==> config.mk <==
export PLATFORM = sky130hd
export DESIGN_NAME = pc104_status_read_responder
export DESIGN_NICKNAME = d
export VERILOG_FILES = /design/src/rtl/pc104_sig_pkg.sv /design/src/rtl/pc104_sync2.sv /design/src/rtl/pc104_status_read_responder.sv
export SDC_FILE = /design/constraint.sdc
export NUM_CORES = 1
export LEC_CHECK = 0
export ABC_AREA = 1
export BUFFER_PORTS_ARGS = -buffer_cell sky130_fd_sc_hd__buf_2
export CORE_MARGIN = 4
export CORE_UTILIZATION = 55
export DETAILED_ROUTE_END_ITERATION = 10
export HOLD_SLACK_MARGIN = 0.03
export PLACE_DENSITY = 0.86
export SYNTH_ARGS = -nofsm -noshare
export SYNTH_HDL_FRONTEND = slang
export SYNTH_HIERARCHICAL = 1
export SYNTH_SLANG_ARGS = --single-unit
==> constraint.sdc <==
create_clock -name CLK -period 2.1 [get_ports CLK]
set_clock_uncertainty 0.15 [all_clocks]
set_input_delay 0.315 -clock CLK [delete_from_list [all_inputs] [get_ports CLK]]
set_output_delay 0.315 -clock CLK [all_outputs]
set_load 0.02 [all_outputs]
==> src/rtl/pc104_sig_pkg.sv <==
// Shared constants, offset codes and FSM encoding for the PC104 signal board.
package pc104_sig_pkg;

  localparam int unsigned ADDR_W = 12;
  localparam int unsigned DATA_W = 16;
  localparam int unsigned IN_W   = 8;
  localparam int unsigned OFS_W  = 3;

  localparam logic [ADDR_W-1:0] BASE_ADDR_DEF = 12'h240;

  localparam logic [OFS_W-1:0] OFS_MODE   = 3'd0;
  localparam logic [OFS_W-1:0] OFS_LIVE   = 3'd3;
  localparam logic [OFS_W-1:0] OFS_STICKY = 3'd4;
  localparam logic [OFS_W-1:0] OFS_COUNT  = 3'd5;

  typedef enum logic [1:0] {
    ST_IDLE    = 2'd0,
    ST_CAPTURE = 2'd1,
    ST_DRIVE   = 2'd2,
    ST_RELEASE = 2'd3
  } state_e;

  // True when an address offset from the base selects a readable register.
  function automatic logic ofs_hit(input logic [ADDR_W-1:0] ofs);
    logic hit;
    hit = 1'b0;
    if (ofs[ADDR_W-1:OFS_W] == '0) begin
      case (ofs[OFS_W-1:0])
        OFS_MODE, OFS_LIVE, OFS_STICKY, OFS_COUNT: hit = 1'b1;
        default:                                   hit = 1'b0;
      endcase
    end
    return hit;
  endfunction

endpackage

==> src/rtl/pc104_sync2.sv <==
// Two-flop synchronizer with a synchronous reset value.
module pc104_sync2 #(
  parameter int unsigned   W       = 1,
  parameter logic [W-1:0]  RST_VAL = '0
) (
  input  logic         clk,
  input  logic         rst,
  input  logic [W-1:0] d,
  output logic [W-1:0] q
);

  logic [W-1:0] meta;

  // Metastability stage followed by the output stage.
  always_ff @(posedge clk) begin
    if (rst) begin
      meta <= RST_VAL;
      q    <= RST_VAL;
    end else begin
      meta <= d;
      q    <= meta;
    end
  end

endmodule

==> src/rtl/pc104_status_read_responder.sv <==
// ISA IOR responder: mode readback, live inputs, sticky change flags, edge count.
module pc104_status_read_responder
  import pc104_sig_pkg::*;
#(
  parameter logic [11:0] BASE_ADDR = BASE_ADDR_DEF,
  parameter int unsigned CNT_W     = 16
) (
  input  logic        CLK,
  input  logic        RST,
  input  logic        IOR,
  input  logic [11:0] SA,
  input  logic [7:0]  IN_SD,
  input  logic [2:0]  MODE_RB,
  output logic [15:0] SD_OUT,
  output logic        SD_OE
);

  logic              ior_s;
  logic              ior_prev;
  logic [IN_W-1:0]   in_sync;
  logic [IN_W-1:0]   in_prev;
  logic [IN_W-1:0]   sticky_q;
  logic [IN_W-1:0]   sticky_clr;
  logic [CNT_W-1:0]  count_q;
  logic [OFS_W-1:0]  ofs_q;
  logic [OFS_W-1:0]  ofs_d;
  logic [ADDR_W-1:0] sa_ofs;
  logic [DATA_W-1:0] rd_word;
  logic [DATA_W-1:0] sd_out_d;
  logic              sd_oe_d;
  logic              ior_fall;
  logic              cnt_inc;
  state_e            state_q;
  state_e            state_d;

  pc104_sync2 #(.W(1), .RST_VAL(1'b0)) u_sync_ior (
    .clk (CLK),
    .rst (RST),
    .d   (IOR),
    .q   (ior_s)
  );

  pc104_sync2 #(.W(IN_W), .RST_VAL(8'h00)) u_sync_in (
    .clk (CLK),
    .rst (RST),
    .d   (IN_SD),
    .q   (in_sync)
  );

  assign ior_fall = ior_prev & ~ior_s;
  assign sa_ofs   = ADDR_W'(SA - BASE_ADDR);
  assign cnt_inc  = in_sync[0] & ~in_prev[0];

  // Source select for the word snapshotted in CAPTURE.
  always_comb begin
    rd_word = '0;
    case (ofs_q)
      OFS_MODE:   rd_word = {13'b0, MODE_RB};
      OFS_LIVE:   rd_word = {8'b0, in_sync};
      OFS_STICKY: rd_word = {8'b0, sticky_q};
      OFS_COUNT:  rd_word = DATA_W'(count_q);
      default:    rd_word = '0;
    endcase
  end

  // Next-state and registered-output values for the read handshake.
  always_comb begin
    state_d    = state_q;
    ofs_d      = ofs_q;
    sd_out_d   = SD_OUT;
    sd_oe_d    = 1'b0;
    sticky_clr = '0;
    case (state_q)
      ST_IDLE: begin
        if (ior_fall && ofs_hit(sa_ofs)) begin
          state_d = ST_CAPTURE;
          ofs_d   = sa_ofs[OFS_W-1:0];
        end
      end
      ST_CAPTURE: begin
        state_d  = ST_DRIVE;
        sd_out_d = rd_word;
        sd_oe_d  = 1'b1;
      end
      ST_DRIVE: begin
        if (ior_s) state_d = ST_RELEASE;
        else       sd_oe_d = 1'b1;
      end
      ST_RELEASE: begin
        state_d = ST_IDLE;
        // Only bits that were actually returned to the host are cleared.
        if (ofs_q == OFS_STICKY) sticky_clr = SD_OUT[IN_W-1:0];
      end
      default: state_d = ST_IDLE;
    endcase
  end

  // FSM state, offset latch and read-data output registers.
  always_ff @(posedge CLK) begin
    if (RST) begin
      state_q <= ST_IDLE;
      ofs_q   <= '0;
      SD_OUT  <= '0;
      SD_OE   <= 1'b0;
    end else begin
      state_q <= state_d;
      ofs_q   <= ofs_d;
      SD_OUT  <= sd_out_d;
      SD_OE   <= sd_oe_d;
    end
  end

  // Edge history, sticky change flags (set beats clear) and rising-edge counter.
  always_ff @(posedge CLK) begin
    if (RST) begin
      ior_prev <= 1'b0;
      in_prev  <= '0;
      sticky_q <= '0;
      count_q  <= '0;
    end else begin
      ior_prev <= ior_s;
      in_prev  <= in_sync;
      sticky_q <= (sticky_q & ~sticky_clr) | (in_sync ^ in_prev);
      if (cnt_inc) count_q <= count_q + CNT_W'(1);
    end
  end

endmodule

==> results.json <==
{
  "gr-total-overflow": 0,
  "tritoncts.num_buffers": 9,
  "finalCoreUtilization_pct": 67.97,
  "cts_htree_levels": 3,
  "dieArea_sq_mm": 0.006834,
  "area_delta_synth_final_pct": 16.81,
  "worst-endpoint-arrival_ns": 2.04,
  "slew_headroom_pct": 43.39,
  "hold_path_class": "input port to register",
  "netlist_area_sq_mm": 0.003067,
  "drtIter0Drc": 163,
  "setup_viol": 0,
  "gp_congestion": 0.8133,
  "final_cells": 534,
  "clkLatencyLatePin_ns": 0.34,
  "place_ws_ns": 0.1510,
  "hold_slack_ns": 0.2004,
  "required_ns": 2.20,
  "wl_per_cell_um": 11.56,
  "critPathBufInv": 2,
  "grt_pass1_wl_um": 10630,
  "synth_top_cell_by_area": "dfxtp_1",
  "num_antenna_cells": 0,
  "vias": 2637,
  "row_count": 26,
  "fp.coreArea_sq_mm": 0.005270,
  "hold_buffers": 9,
  "cts_root_buf": "clkbuf_8",
  "synth.yosys.seq_area_share_pct": 47.65,
  "dr.pass1.iters": 4,
  "cts_buffer_depth": 2,
  "chipHeight_um": 82.67,
  "finalCritPeriodShare_pct": 92.56,
  "post_cts_buffers": 0,
  "tns_ns": 0,
  "routed_wl_um": 6171,
  "p_leak_nw": 1.518,
  "yosys_warnings": 6,
  "antenna_found_initial": 0,
  "total_power_mw": 3.256,
  "die_w_um": 82.67,
  "synth.distinct_cells": 31,
  "viasPerCell": 4.938,
  "worstPathMaxFanout": 25,
  "status": "completed",
  "fin_nets": 493,
  "max_freq_mhz": 514.4,
  "cts_tree": "yes",
  "tightestPinTransition_ns": 0.8492,
  "drv_cap": 0,
  "ctsResizeCount": 0,
  "p_per_area_mw_per_mm2": 909.0,
  "place_hpwl_um": 4372,
  "rrSetupSlack_ns": 0.16,
  "grt_max_degree": 34,
  "critPathLaunchType": "register",
  "grt_pass1_vias": 2461,
  "ys_ff_latch": 73,
  "crit_family": "adder cells",
  "hold_viol": 0,
  "yosysTopAreaCellShare_pct": 47.65,
  "crit_type": "register to register",
  "synth_area_leaders": "dfxtp_1, nand2_1, nor2_1",
  "grtUsageTotal_pct": 20.72,
  "dpl.cell_count": 509,
  "slew_viol_final": 0,
  "synth_nets": 441,
  "drive_gt1_share_pct": 18.10,
  "cts.sink_count": 73,
  "clkTransAtPathRegs_ns": 0.07,
  "endpoint_kind": "register",
  "drc": 0,
  "fin_crit_ns": 1.944,
  "place_area_sq_mm": 0.003306,
  "slowest_delay_ns": 0.72,
  "ant_nets": 0,
  "netlist_instances": 407,
  "peakVddDrop_mv": 0.5988,
  "setup_slack_ns": 0.1561,
  "crit_slowest_cell": "ha_1",
  "port_buffers": 42,
  "start_util_pct": 58.19,
  "rsz0062_at_grt": "no",
  "path_cells": "inv_1, ha_1, inv_2, a211oi_1",
  "design_area_sq_mm": 0.003582,
  "ios": 43,
  "avgSynthCellArea_sq_um": 7.535
}
## cell usage in the layout, fill, tap and decap left out, types with 4 or more instances in the layout
cell type	Yosys	final
nor2_2	5	5
clkbuf_8	0	9
nand2_2	6	6
buf_2	2	42
a21oi_1	34	34
dlygate4sd3_1	0	9
inv_1	54	54
clkinv_2	0	4
dfxtp_1	73	73
nand4_1	8	8
nor3_1	5	5
inv_2	7	7
nand3_1	16	16
nor2_1	57	57
xnor2_1	7	7
o21ai_1	15	15
o21ai_0	9	9
nand2_1	76	76
ha_1	8	8
## worst min-delay path: stages
cell,delay [ns]
buf_2,0.09
inv_1,0.04
nand4_1,0.07
nand2_1,0.05
nor2_1,0.08
## path summary, 6_finish.rpt
| kind | startpoint | depth (start not counted) | to |
|---|---|---|---|
| setup reg to reg | state_q[1] | 4 | SD_OE |
| hold reg to reg | u_sync_in/meta[7] | 2 | u_sync_in/q[7] |
| hold / removal | SA[2] | 5 | ofs_q[2] |
| setup / recovery | state_q[1] | 4 | SD_OE |
## metal layers
| layer | share of wire, % | GRT usage (%) | up-vias |
|---|---|---|---|
| met5 | 0 | 0 | - |
| met4 | 1.3 | 7.190 | 0 |
| met3 | 4.4 | 8.134 | 5 |
| met2 | 51 | 34.62 | 50 |
| met1 | 44 | 24.14 | 1202 |
| li1 | - | - | 1380 |
## where the power goes
part / switching (mW) / total [mW] / leakage, nW / internal (mW)
clock: 0.491 / 1.03 / 0.0998 / 0.542
combinational: 0.431 / 0.652 / 0.822 / 0.220
sequential: 0.0671 / 1.57 / 0.596 / 1.50
total: 0.990 / 3.26 / 1.52 / 2.27
## cells in the mapped netlist
cell type  instances
nand4_1            8
nor2_4             2
nor3b_1            1
xnor2_1            7
o211ai_2           2
o21ai_0            9
a21oi_2            2
inv_1             54
o21ai_1           15
nor2_1            57
clkinv_1           1
nand3_1           16
buf_2              2
ha_1               8
clkbuf_1           5
a211oi_1           1
nor2_2             5
buf_6              2
a21oi_1           34
inv_2              7
nand2_2            6
and2_1             1
nor4_1             1
buf_1              2
nand2_1           76
buf_8              1
nor3_1             5
dfxtp_1           73
nand3_2            1
a31oi_1            1
o211ai_1           2
## layout make-up
cell class / instances / area, sq um
clock buffers: 10 / 127.6
clock inverters: 6 / 58.81
fillers: 443 / 1688
inverters: 62 / 232.7
multi-input cells: 260 / 1299
flip-flops and latches: 73 / 1461
well taps: 70 / 87.58
repair buffers: 53 / 315.3
## cell families (layout without fill, tap and decap cells)
logic type | count (synthesis) | after routing | synth area share (%)
adders and majority gates | 8 | 8 | 3.264
DFF | 73 | 73 | 47.65
AOI/OAI and AO/OA | 66 | 66 | 11.79
xor gates and xnor gates | 7 | 7 | 1.999
buffers and inverters | 74 | 131 | 9.996
and+or+nand+nor | 179 | 179 | 25.30
## flip-flops by register name, indices dropped and copies added, names as in the netlist
name and flops:
SD_OE 1, SD_OUT 16, count_q 16, in_prev 8, ior_prev 1, ofs_q 3
state_q 2, sticky_q 8, u_sync_in/meta 8, u_sync_in/q 8, u_sync_ior/meta 1, u_sync_ior/q 1
No activity file was read; power rests on OpenSTA's default activity.
